===== src/rtl/pol_max_core_pkg.sv =====
// Shared definitions for the pooling max core and its CCU configuration logic.
// Latency: n/a (types and constant helpers only).
// Backpressure: n/a.
package pol_max_core_pkg;

  typedef enum logic [2:0] {
    ST_IDLE  = 3'd0,
    ST_LOAD  = 3'd1,
    ST_FETCH = 3'd2,
    ST_DRAIN = 3'd3,
    ST_OUT   = 3'd4
  } pol_state_e;

  // Width of a neighbour-count field that must hold 0..nbr_max inclusive.
  function automatic int nbr_width(input int nbr_max);
    return $clog2(nbr_max + 1);
  endfunction

endpackage


===== src/rtl/pol_max_core_if.sv =====
// Map, memory-interface and pooled-output channels of one pooling core.
// Latency: n/a (wiring only).
// Backpressure: each channel is valid/ready; master is the pooling core side.
interface pol_max_core_if #(
  parameter int POOL_COMP_CORE = 64,
  parameter int ACT_WIDTH      = 8,
  parameter int IDX_WIDTH      = 10,
  parameter int NBR_MAX        = 16
) ();

  // neighbour map from the global buffer
  logic                                GLBPOL_MapVld;
  logic [IDX_WIDTH*NBR_MAX-1:0]        GLBPOL_Map;
  logic                                POLGLB_MapRdy;
  // address requests and returned feature vectors
  logic                                POLMIF_AddrVld;
  logic [IDX_WIDTH-1:0]                POLMIF_Addr;
  logic                                MIFPOL_Rdy;
  logic [ACT_WIDTH*POOL_COMP_CORE-1:0] MIFPOL_Ofm;
  logic                                MIFPOL_OfmVld;
  logic                                POLMIF_OfmRdy;
  // pooled vector back to the global buffer
  logic [ACT_WIDTH*POOL_COMP_CORE-1:0] POLGLB_Ofm;
  logic                                POLGLB_OfmVld;
  logic                                GLBPOL_OfmRdy;

  modport master (
    input  GLBPOL_MapVld, GLBPOL_Map, MIFPOL_Rdy, MIFPOL_Ofm, MIFPOL_OfmVld, GLBPOL_OfmRdy,
    output POLGLB_MapRdy, POLMIF_AddrVld, POLMIF_Addr, POLMIF_OfmRdy, POLGLB_Ofm, POLGLB_OfmVld
  );

  modport slave (
    output GLBPOL_MapVld, GLBPOL_Map, MIFPOL_Rdy, MIFPOL_Ofm, MIFPOL_OfmVld, GLBPOL_OfmRdy,
    input  POLGLB_MapRdy, POLMIF_AddrVld, POLMIF_Addr, POLMIF_OfmRdy, POLGLB_Ofm, POLGLB_OfmVld
  );

endinterface


===== src/rtl/pol_vec_max.sv =====
// Lane-wise unsigned maximum of two packed feature vectors.
// Latency: combinational.
// Backpressure: none.
module pol_vec_max #(
  parameter int POOL_COMP_CORE = 64,
  parameter int ACT_WIDTH      = 8
) (
  input  logic [ACT_WIDTH*POOL_COMP_CORE-1:0] a,
  input  logic [ACT_WIDTH*POOL_COMP_CORE-1:0] b,
  output logic [ACT_WIDTH*POOL_COMP_CORE-1:0] y
);

  // per-lane unsigned compare and select, no widening
  always_comb begin
    y = '0;
    for (int l = 0; l < POOL_COMP_CORE; l++) begin
      if (a[ACT_WIDTH*l +: ACT_WIDTH] >= b[ACT_WIDTH*l +: ACT_WIDTH])
        y[ACT_WIDTH*l +: ACT_WIDTH] = a[ACT_WIDTH*l +: ACT_WIDTH];
      else
        y[ACT_WIDTH*l +: ACT_WIDTH] = b[ACT_WIDTH*l +: ACT_WIDTH];
    end
  end

endmodule


===== src/rtl/pol_max_core.sv =====
// Max-pooling core: per point, takes a neighbour map, fetches K vectors, emits their lane-wise max.
// Latency: K+3 cycles map handshake to next map ready with single-cycle memory and ready held high.
// Backpressure: address and pooled output hold until accepted; returns accepted only while rcv<K.
module pol_max_core
  import pol_max_core_pkg::*;
#(
  parameter int POOL_COMP_CORE = 64,
  parameter int ACT_WIDTH      = 8,
  parameter int IDX_WIDTH      = 10,
  parameter int NBR_MAX        = 16,
  parameter int NBR_WIDTH      = nbr_width(NBR_MAX)
) (
  input  logic                 clk,
  input  logic                 rst_n,
  input  logic                 CCUPOL_Rst,
  input  logic                 CCUPOL_Start,
  input  logic [NBR_WIDTH-1:0] CCUPOL_K,
  input  logic [IDX_WIDTH-1:0] CCUPOL_NumPnt,
  output logic                 POLCCU_Busy,
  output logic                 POLCCU_Done,
  pol_max_core_if.master       bus
);

  localparam int VW = ACT_WIDTH * POOL_COMP_CORE;

  pol_state_e                   state, state_nxt;
  logic [NBR_WIDTH-1:0]         k_q, iss_q, rcv_q, iss_nxt, rcv_nxt;
  logic [IDX_WIDTH-1:0]         num_q, pnt_q;
  logic [IDX_WIDTH*NBR_MAX-1:0] map_q;
  logic [VW-1:0]                acc_q, acc_max;
  logic [IDX_WIDTH-1:0]         addr_sel;
  logic                         done_q, done_set;
  logic                         clr, map_hs, addr_hs, ret_hs, out_hs, last_pnt, ofm_rdy;

  assign clr      = !rst_n || CCUPOL_Rst;
  assign ofm_rdy  = ((state == ST_FETCH) || (state == ST_DRAIN)) && (rcv_q < k_q);
  assign map_hs   = (state == ST_LOAD) && bus.GLBPOL_MapVld;
  assign addr_hs  = (state == ST_FETCH) && bus.MIFPOL_Rdy;
  assign ret_hs   = ofm_rdy && bus.MIFPOL_OfmVld;
  assign out_hs   = (state == ST_OUT) && bus.GLBPOL_OfmRdy;
  assign iss_nxt  = iss_q + NBR_WIDTH'(addr_hs);
  assign rcv_nxt  = rcv_q + NBR_WIDTH'(ret_hs);
  assign last_pnt = ((pnt_q + IDX_WIDTH'(1)) == num_q);

  pol_vec_max #(
    .POOL_COMP_CORE(POOL_COMP_CORE),
    .ACT_WIDTH     (ACT_WIDTH)
  ) u_vec_max (
    .a(acc_q),
    .b(bus.MIFPOL_Ofm),
    .y(acc_max)
  );

  // select map entry iss as the current neighbour address
  always_comb begin
    addr_sel = '0;
    for (int i = 0; i < NBR_MAX; i++) begin
      if (iss_q == NBR_WIDTH'(i)) addr_sel = map_q[IDX_WIDTH*i +: IDX_WIDTH];
    end
  end

  // state register
  always_ff @(posedge clk) begin
    if (clr) state <= ST_IDLE;
    else     state <= state_nxt;
  end

  // next state, done request and output decode from registered state
  always_comb begin
    state_nxt          = state;
    done_set           = 1'b0;
    bus.POLGLB_MapRdy  = 1'b0;
    bus.POLMIF_AddrVld = 1'b0;
    bus.POLMIF_Addr    = '0;
    bus.POLMIF_OfmRdy  = ofm_rdy;
    bus.POLGLB_OfmVld  = 1'b0;
    bus.POLGLB_Ofm     = '0;
    POLCCU_Busy        = (state != ST_IDLE);
    POLCCU_Done        = done_q;
    case (state)
      ST_IDLE: begin
        if (CCUPOL_Start) begin
          if (CCUPOL_NumPnt == '0) done_set  = 1'b1;
          else                     state_nxt = ST_LOAD;
        end
      end
      ST_LOAD: begin
        bus.POLGLB_MapRdy = 1'b1;
        if (bus.GLBPOL_MapVld) state_nxt = (k_q == '0) ? ST_OUT : ST_FETCH;
      end
      ST_FETCH: begin
        bus.POLMIF_AddrVld = 1'b1;
        bus.POLMIF_Addr    = addr_sel;
        // last address and last return may complete in the same cycle
        if (iss_nxt == k_q) state_nxt = (rcv_nxt == k_q) ? ST_OUT : ST_DRAIN;
      end
      ST_DRAIN: begin
        if (rcv_nxt == k_q) state_nxt = ST_OUT;
      end
      ST_OUT: begin
        bus.POLGLB_OfmVld = 1'b1;
        bus.POLGLB_Ofm    = acc_q;
        if (bus.GLBPOL_OfmRdy) begin
          if (last_pnt) begin
            state_nxt = ST_IDLE;
            done_set  = 1'b1;
          end else begin
            state_nxt = ST_LOAD;
          end
        end
      end
      default: state_nxt = ST_IDLE;
    endcase
  end

  // configuration, counters, map word and max accumulator
  always_ff @(posedge clk) begin
    if (clr) begin
      k_q    <= '0;
      num_q  <= '0;
      pnt_q  <= '0;
      map_q  <= '0;
      iss_q  <= '0;
      rcv_q  <= '0;
      acc_q  <= '0;
      done_q <= 1'b0;
    end else begin
      done_q <= done_set;
      if ((state == ST_IDLE) && CCUPOL_Start) begin
        k_q   <= CCUPOL_K;
        num_q <= CCUPOL_NumPnt;
        pnt_q <= '0;
      end
      if (map_hs) begin
        map_q <= bus.GLBPOL_Map;
        acc_q <= '0;
        iss_q <= '0;
        rcv_q <= '0;
      end else begin
        if (addr_hs) iss_q <= iss_nxt;
        if (ret_hs) begin
          rcv_q <= rcv_nxt;
          acc_q <= acc_max;
        end
      end
      if (out_hs) pnt_q <= pnt_q + IDX_WIDTH'(1);
    end
  end

endmodule


===== src/flat_wrapper.sv =====
// flat-port wrapper written by rule: the top's interface ports become plain ports
module pol_max_core_flat import pol_max_core_pkg::*;
#(
  parameter int POOL_COMP_CORE = 64,
  parameter int ACT_WIDTH      = 8,
  parameter int IDX_WIDTH      = 10,
  parameter int NBR_MAX        = 16,
  parameter int NBR_WIDTH      = nbr_width(NBR_MAX)
)
  (clk, rst_n, CCUPOL_Rst, CCUPOL_Start, CCUPOL_K, CCUPOL_NumPnt, POLCCU_Busy, POLCCU_Done, bus_GLBPOL_MapVld, bus_GLBPOL_Map, bus_MIFPOL_Rdy, bus_MIFPOL_Ofm, bus_MIFPOL_OfmVld, bus_GLBPOL_OfmRdy, bus_POLGLB_MapRdy, bus_POLMIF_AddrVld, bus_POLMIF_Addr, bus_POLMIF_OfmRdy, bus_POLGLB_Ofm, bus_POLGLB_OfmVld);
  pol_max_core_if #(.POOL_COMP_CORE(POOL_COMP_CORE), .ACT_WIDTH(ACT_WIDTH), .IDX_WIDTH(IDX_WIDTH), .NBR_MAX(NBR_MAX)) bus_i ();
  input  logic clk;
  input  logic rst_n;
  input  logic CCUPOL_Rst;
  input  logic CCUPOL_Start;
  input  logic [NBR_WIDTH-1:0] CCUPOL_K;
  input  logic [IDX_WIDTH-1:0] CCUPOL_NumPnt;
  output logic POLCCU_Busy;
  output logic POLCCU_Done;
  input wire logic [$bits(bus_i.GLBPOL_MapVld)-1:0] bus_GLBPOL_MapVld;
  input wire logic [$bits(bus_i.GLBPOL_Map)-1:0] bus_GLBPOL_Map;
  input wire logic [$bits(bus_i.MIFPOL_Rdy)-1:0] bus_MIFPOL_Rdy;
  input wire logic [$bits(bus_i.MIFPOL_Ofm)-1:0] bus_MIFPOL_Ofm;
  input wire logic [$bits(bus_i.MIFPOL_OfmVld)-1:0] bus_MIFPOL_OfmVld;
  input wire logic [$bits(bus_i.GLBPOL_OfmRdy)-1:0] bus_GLBPOL_OfmRdy;
  output wire logic [$bits(bus_i.POLGLB_MapRdy)-1:0] bus_POLGLB_MapRdy;
  output wire logic [$bits(bus_i.POLMIF_AddrVld)-1:0] bus_POLMIF_AddrVld;
  output wire logic [$bits(bus_i.POLMIF_Addr)-1:0] bus_POLMIF_Addr;
  output wire logic [$bits(bus_i.POLMIF_OfmRdy)-1:0] bus_POLMIF_OfmRdy;
  output wire logic [$bits(bus_i.POLGLB_Ofm)-1:0] bus_POLGLB_Ofm;
  output wire logic [$bits(bus_i.POLGLB_OfmVld)-1:0] bus_POLGLB_OfmVld;
  assign bus_i.GLBPOL_MapVld = bus_GLBPOL_MapVld;
  assign bus_i.GLBPOL_Map = bus_GLBPOL_Map;
  assign bus_i.MIFPOL_Rdy = bus_MIFPOL_Rdy;
  assign bus_i.MIFPOL_Ofm = bus_MIFPOL_Ofm;
  assign bus_i.MIFPOL_OfmVld = bus_MIFPOL_OfmVld;
  assign bus_i.GLBPOL_OfmRdy = bus_GLBPOL_OfmRdy;
  assign bus_POLGLB_MapRdy = bus_i.POLGLB_MapRdy;
  assign bus_POLMIF_AddrVld = bus_i.POLMIF_AddrVld;
  assign bus_POLMIF_Addr = bus_i.POLMIF_Addr;
  assign bus_POLMIF_OfmRdy = bus_i.POLMIF_OfmRdy;
  assign bus_POLGLB_Ofm = bus_i.POLGLB_Ofm;
  assign bus_POLGLB_OfmVld = bus_i.POLGLB_OfmVld;
  pol_max_core #(.POOL_COMP_CORE(POOL_COMP_CORE), .ACT_WIDTH(ACT_WIDTH), .IDX_WIDTH(IDX_WIDTH), .NBR_MAX(NBR_MAX), .NBR_WIDTH(NBR_WIDTH)) u_core (.clk(clk), .rst_n(rst_n), .CCUPOL_Rst(CCUPOL_Rst), .CCUPOL_Start(CCUPOL_Start), .CCUPOL_K(CCUPOL_K), .CCUPOL_NumPnt(CCUPOL_NumPnt), .POLCCU_Busy(POLCCU_Busy), .POLCCU_Done(POLCCU_Done), .bus(bus_i));
endmodule

===== config.mk =====
export PLATFORM = sky130hd
export DESIGN_NAME = pol_max_core_flat
export DESIGN_NICKNAME = d
export VERILOG_FILES = /design/src/rtl/pol_max_core_pkg.sv /design/src/rtl/pol_max_core_if.sv /design/src/rtl/pol_vec_max.sv /design/src/rtl/pol_max_core.sv /design/src/flat_wrapper.sv
export SDC_FILE = /design/constraint.sdc
export NUM_CORES = 2
export LEC_CHECK = 0
export BUFFER_PORTS_ARGS = -buffer_cell sky130_fd_sc_hd__buf_4
export CAP_MARGIN = 20
export CORE_AREA = 2 2 475 477
export CTS_BUF_LIST = sky130_fd_sc_hd__clkbuf_8
export DETAILED_ROUTE_END_ITERATION = 8
export DIE_AREA = 0 0 477 479
export HOLD_SLACK_MARGIN = 0.05
export SETUP_SLACK_MARGIN = 0.3
export SYNTH_ARGS = -nofsm -noshare
export SYNTH_HDL_FRONTEND = slang
export SYNTH_SLANG_ARGS = --single-unit

===== constraint.sdc =====
create_clock -name clk -period 3.2 [get_ports clk]
set_input_delay 0.32 -clock clk [delete_from_list [all_inputs] [get_ports clk]]
set_output_delay 0.32 -clock clk [all_outputs]
set_load 0.05 [all_outputs]

Yosys cells after proc, flatten, opt, wreduce, memory -nomap -nowiden
Cells that the tools add are included.
Widths: inputs -> output; s select.
{"block": "classes", "eq_ne": 28, "n_bitwise": 64, "muxes": 38, "reduce_logical": 81, "n_div": 0, "n_shift": 0, "magnitude_cmp": 65, "multipliers": 0, "addsub": 3}
{"operator": "$ge 8x8->1", "n": 64}
{"operator": "$mux 512", "n": 1}
{"operator": "$mux 10", "n": 19}
{"operator": "$reduce_and 2->1", "n": 64}
{"operator": "$not 1->1", "n": 64}
{"operator": "$eq 5x4->1 const B", "n": 8}
{"operator": "$mux 3", "n": 8}
{"operator": "$eq 5x3->1 const B", "n": 4}
{"operator": "$pmux 3 s5", "n": 1}
{"operator": "$ne 2x2->1 const B", "n": 6}
{"operator": "$add 10x1->10 const B", "n": 1}
{"operator": "$add 5x1->5", "n": 2}
{"operator": "$eq 10x10->1", "n": 1}
{"operator": "$eq 5x2->1 const B", "n": 2}
{"operator": "$eq 5x5->1", "n": 2}
{"operator": "$logic_not 10->1", "n": 1}
{"operator": "$logic_not 5->1", "n": 2}
{"operator": "$mux 1", "n": 8}
{"operator": "$eq 3x2->1 const B", "n": 2}
{"operator": "$logic_and 1x1->1", "n": 6}
{"operator": "$reduce_and 6->1", "n": 1}
{"operator": "$eq 5x1->1 const B", "n": 1}
{"operator": "$lt 5x5->1", "n": 1}
{"operator": "$eq 3x1->1 const B", "n": 1}
{"operator": "other kinds (8)", "n": 9}
{"block": "word_totals", "mem_bits_ro": 0, "in_bits": 695, "latchBits": 0, "ramBits": 0, "elab_cells": 351, "mem_count": 0, "reg_bits": 711}

Longest topological paths before layout
{"block": "depth", "depth_word": 18, "mapped_depth": 16, "mapped_depth_nobuf": 13}

Cells and area by module
A second synthesis with hierarchy kept.
{"block": "hier_totals", "cells_unflattened": 6248, "area_unflattened_um2": 49657.6}
{"mod": "pol_max_core", "seq_area_each_um2": 14233.7, "area_per_inst_um2": 30359.1, "n_inst": 1, "cells_each": 4072}
{"mod": "pol_vec_max", "seq_area_each_um2": 0.0, "area_per_inst_um2": 19298.5, "n_inst": 1, "cells_each": 2176}

Worst setup path before layout
OpenSTA, ideal clock, no wires.
{"block": "synth_timing", "path_kind": "reg2reg", "start": "reg u_core.k_q[2]", "end": "reg u_core.state[1]", "setup_slack_ns": 0.181, "setup_ns": 0.072, "t_arrival_ns": 2.947, "path_buffers": 3, "synth_period_minus_slack_ns": 3.019, "stages_incl_launch_ff": 16, "cell_sequence": "dfxtp_1 -> clkbuf_1 -> inv_1 -> ha_1 -> nand2_1 -> o21ai_0 -> o21ai_1 -> buf_6 -> buf_6 -> ha_1 -> ha_1 -> o21ba_2 -> a22oi_1 -> o2111ai_1 -> a31oi_1 -> mux2i_1"}
{"block": "synth_via", "elab_chain_cells": 8}
{"element": "start, declared", "line_no": "pol_max_core.sv:27", "text": "logic [NBR_WIDTH-1:0] k_q, iss_q, rcv_q, iss_nxt, rcv_nxt;"}
{"element": "start signal, assigned", "line_no": "pol_max_core.sv:119", "text": "k_q <= '0;"}
{"element": "start signal, assigned", "line_no": "pol_max_core.sv:130", "text": "k_q <= CCUPOL_K;"}
{"element": "$lt 5x5->1 *", "line_no": "pol_max_core.sv:36", "text": "assign ofm_rdy = ((state == ST_FETCH) || (state == ST_DRAIN)) && (rcv_q < k_q);"}
{"element": "$logic_and 1x1->1 *", "line_no": "pol_max_core.sv:36"}
{"element": "$logic_and 1x1->1 *", "line_no": "pol_max_core.sv:39", "text": "assign ret_hs = ofm_rdy && bus.MIFPOL_OfmVld;"}
{"element": "named net u_core.ret_hs", "line_no": "pol_max_core.sv:33", "text": "logic clr, map_hs, addr_hs, ret_hs, out_hs, last_pnt, ofm_rdy;"}
{"element": "$add 5x1->5 *", "line_no": "pol_max_core.sv:42", "text": "assign rcv_nxt = rcv_q + NBR_WIDTH'(ret_hs);"}
{"element": "$eq 5x5->1 *", "line_no": "pol_max_core.sv:95, pol_max_core.sv:98"}
{"element": "$mux 3 (2 in a row)", "line_no": "pol_max_core.sv:95", "text": "if (iss_nxt == k_q) state_nxt = (rcv_nxt == k_q) ? ST_OUT : ST_DRAIN;"}
{"element": "$pmux 3 s5", "line_no": "pol_max_core.sv:80", "text": "case (state)"}
{"element": "end signal, assigned", "line_no": "pol_max_core.sv:65", "text": "else state <= state_nxt;"}
{"element": "end, declared", "line_no": "pol_max_core.sv:26", "text": "pol_state_e state, state_nxt;"}
The timed path passes the listed nets; every way through them passes the cells marked *. The select of a mux whose other input is x is not followed.
A chain may end at the register's enable or synchronous reset.

Worst setup path after layout
{"block": "layout_timing", "start": "reg u_core.iss_q[0]", "end": "out bus_POLMIF_Addr[6]"}
{"block": "layout_via", "elab_chain_cells": 18}
{"element": "start, declared", "line_no": "pol_max_core.sv:27"}
{"element": "start signal, assigned", "line_no": "pol_max_core.sv:140", "text": "if (addr_hs) iss_q <= iss_nxt;"}
{"element": "$logic_not 5->1", "line_no": "pol_max_core.sv:58", "text": "if (iss_q == NBR_WIDTH'(i)) addr_sel = map_q[IDX_WIDTH*i +: IDX_WIDTH];"}
{"element": "$mux 10 (15 in a row)", "line_no": "pol_max_core.sv:58"}
{"element": "$mux 10 *", "line_no": "pol_max_core.sv:58"}
{"element": "$mux 10 *", "line_no": "pol_max_core.sv:80"}
{"element": "end, declared", "line_no": "flat_wrapper.sv:28", "text": "output wire logic [$bits(bus_i.POLMIF_Addr)-1:0] bus_POLMIF_Addr;"}
Mark *: on every way between the ends. The rest lies on a longest branch, timed or not.

==> impl_results.md <==
- MaxCap Viol Count: 0
- Die Area: 228500 um^2
- All-Layer GR Usage: 19.32%
- Starting Density: 19.56%
- Startpoint types: flip-flop
- Final Power: 22.02 mW
- Iteration-0 DRC Markers: 3096
- Share of layout cells above drive strength 1: 31.61%
- Final GP Congestion: 0.9604
- Hpwl dp: 173900 um
- Die H: 479 um
- # fillers: 22490
- Slew @ Worst Pin: 0.9140 ns
- Max Clk Rate: 302.2 MHz
- Hold slack final: 0.2321 ns
- FF+latch area: 14270 um^2
- Final period util: 103.4%
- Failing checks: setup timing
- Post-synth EDFFs: 0
- Mapped Cells: 5165
- Core Area: 223600 um^2
- Seq/Total Area, Yosys: 32.54%
- Worst min-delay path category: primary input to flip-flop
- Final net count: 8516
- Via density: 4.450
- Post-synth cell types: 78
- Endpoints failing setup: 6
- CTS root buffer: clkbuf_8
- Multi-input gate area: 27840 um^2
- Clk sinks: 711
- Fin. max-slew vios: 0
- Post-synthesis net count: 6381
- Yosys warns: 0
- Crit path DAT: 2.99 ns
- Final hold vios: 0
- Final WL: 240900 um
- Total gr overflow: 0
- # IOs: 1223
- Die W: 477 um
- DR DRC count: 0
- RSZ-0062 raised after global routing: true
- CTS Buf Count: 151
- Post-route ant nets: 0
- Avg WL per Cell: 23.09 um
- Post-layout min period: 3.309 ns
- CP Data Required Time: 2.88 ns
- First-pass GRT wire length: 324300 um
- Site row count: 174
- IR drop worst, VDD: 0.3346 mV
- Drt pass-1 iters: 5
- Max Root-Sink Buffers: 3
- Synth-to-layout area growth: 75.07%
- Clk slew on worst S/H paths: 0.06 ns
- Synth async-reset ratio: 0%
- Cell Count, Final, Fillers Out: 10430
- Crit-path slowest cell: mux4_2
- Worst-Skew Late Latency: 0.88 ns
- Synthesized area: 43740 um^2
- Setup Crit Path Kind: flip-flop to output pin
- Via count: 46420
- CTS tree: done
- Pwr Density: 287.5 nW/um^2
- CP peak stage delay: 0.54 ns
- CP Max Fanout: 7
- Leakage Power: 36.70 nW
- Number of cells after detailed placement: 9231
- Mean Syn Cell Area: 8.469 um^2
- Pin count of the biggest net entering global routing: 177
- Status: finished with violations
- H-Tree Depth: 4
- Setup crit end kind: output pin
- Seq cells post-synth: 711
- CP cell instances: buf_8, buf_12, mux4_2, nand2_2, a21o_4, a221oi_2, a311o_1, buf_6
- Ys flop type: dfxtp_1
- Initial antenna violation count: 71
- Worst setup margin: -0.1092 ns
- Vias in the first global route: 46180
- Relative slew slack: 39.07%
- Clock skew: 0.05860 ns
- Count of input and output buffers: 1222
## cells in the mapped netlist, drive strengths merged (7+ instances only)
| cell | n | area share [%] |
|---|---|---|
| o211ai | 65 | 2.9 |
| clkbuf | 116 | 1.0 |
| xnor2 | 17 | 0.34 |
| nand2b | 7 | 0.10 |
| a221oi | 7 | 0.14 |
| nor3 | 16 | 0.21 |
| o22ai | 11 | 0.16 |
| ha | 521 | 15 |
| a41oi | 65 | 1.3 |
| dfxtp | 711 | 33 |
| nand2 | 516 | 4.4 |
| o21ai | 164 | 1.9 |
| a22oi | 7 | 0.12 |
| mux2i | 520 | 12 |
| mux4 | 10 | 0.51 |
| buf | 104 | 1.4 |
| nand3 | 82 | 0.94 |
| xor2 | 12 | 0.24 |
| nand4 | 7 | 0.10 |
| a31oi | 10 | 0.14 |
| a21o | 8 | 0.14 |
| nor2 | 569 | 4.9 |
| a211oi | 72 | 1.2 |
| nor2b | 67 | 0.96 |
| a21oi | 291 | 3.3 |
| mux2 | 9 | 0.23 |
| nor4 | 9 | 0.16 |
| inv | 591 | 5.1 |
| and2 | 515 | 7.4 |
## path summary, 6_finish.rpt
| path | from | end | slack [ns] | depth (start not counted) |
|---|---|---|---|---|
| setup reg to reg | u_core.state[1] | u_core.num_q[6] | 0.44 | 8 |
| setup / recovery | u_core.iss_q[0] | bus_POLMIF_Addr[6] | -0.11 | 8 |
| hold reg to reg | u_core.map_q[70] | u_core.map_q[70] | 0.45 | 2 |
| hold / removal | bus_MIFPOL_Ofm[381] | u_core.acc_q[381] | 0.23 | 4 |
## cells by family (layout without fill, tap and decap cells)
kind of cell	Yosys count	after routing	synth area share (%)
other	0	42	0
and+or+nand+nor	1822	1822	19.84
xor gates and xnor gates	29	29	0.5807
muxes	539	539	12.65
adders and majority gates	521	521	14.90
DFF	711	711	32.54
buffers and inverters	811	3043	7.477
AOI/OAI and AO/OA	732	732	12.01
## layout make-up
type / instances / area share (%)
Sequential cell: 711 / 18.63
Clock inverter: 77 / 0.7336
Multi-Input combinational cell: 3643 / 36.36
Antenna cell: 42 / 0.1372
Timing Repair Buffer: 2202 / 33.23
Tap cell: 2992 / 4.889
Clock buffer: 173 / 3.109
Inverter: 591 / 2.902
## layout by cell type, fill, tap and decap left out, drive strengths merged, types with 72 or more instances in the layout
cell / instances
inv: 645
mux2i: 520
nor2: 569
a21oi: 291
nand2: 516
a211oi: 72
clkbuf: 200
ha: 521
dfxtp: 711
buf: 1431
o21ai: 164
and2: 515
nand3: 82
dlygate4sd3: 744
## critical path: cells and delay by family (launching register included)
kind	cells	cell delay, ns
buf+inv	3	0.47
mux	1	0.54
flops	1	0.46
simple gates	1	0.09
compound gates	3	0.56
## state kept, by name, summed over array words and instances (netlist names)
register            count
u_core.acc_q          512
u_core.map_q          160
u_core.pnt_q           10
u_core.rcv_q            5
u_core.POLCCU_Done      1
u_core.state            3
u_core.k_q              5
u_core.iss_q            5
u_core.num_q           10
## power breakdown
part	internal, mW	switching (mW)
logic	1.54	1.34
clock network	5.36	4.87
registers	8.88	0.0250
total	15.8	6.24
## per-stage QoR
stage                     instance area [um^2]  setup WS, ns  setup TNS (ns)  util [%]
after floorplan                          43750        0.2917               0         -
after global placement                   56430        0.3327               0     25.24
after detailed placement                 56430        0.2464               0     25.24
after CTS                                71700       -0.2097          -17.48     32.07
after global routing                     76540       -0.2591          -7.299     34.23
final                                    76580       -0.1092         -0.3405     34.25
## per-layer routing
metal | GRT usage [%] | wire, um | up-vias
met4 | 7.390 | 10700 | 32
met1 | 23.61 | 97370 | 22240
li1 | - | - | 21660
met3 | 6.767 | 22600 | 475
met5 | 0 | 198 | -
met2 | 30.98 | 110000 | 2021
## what timing repair did
item / in CTS / in global routing
setup endpoints to repair: 543 / 676
gates cloned: 44 / 39
setup buffers: 61 / 20
gates resized for setup: 915 / 1083
endpoints found under the hold margin: 711 / 0
pin swaps: 37 / 43
hold buffers: 744 / 0
Power figures use the tool's default switching activity.
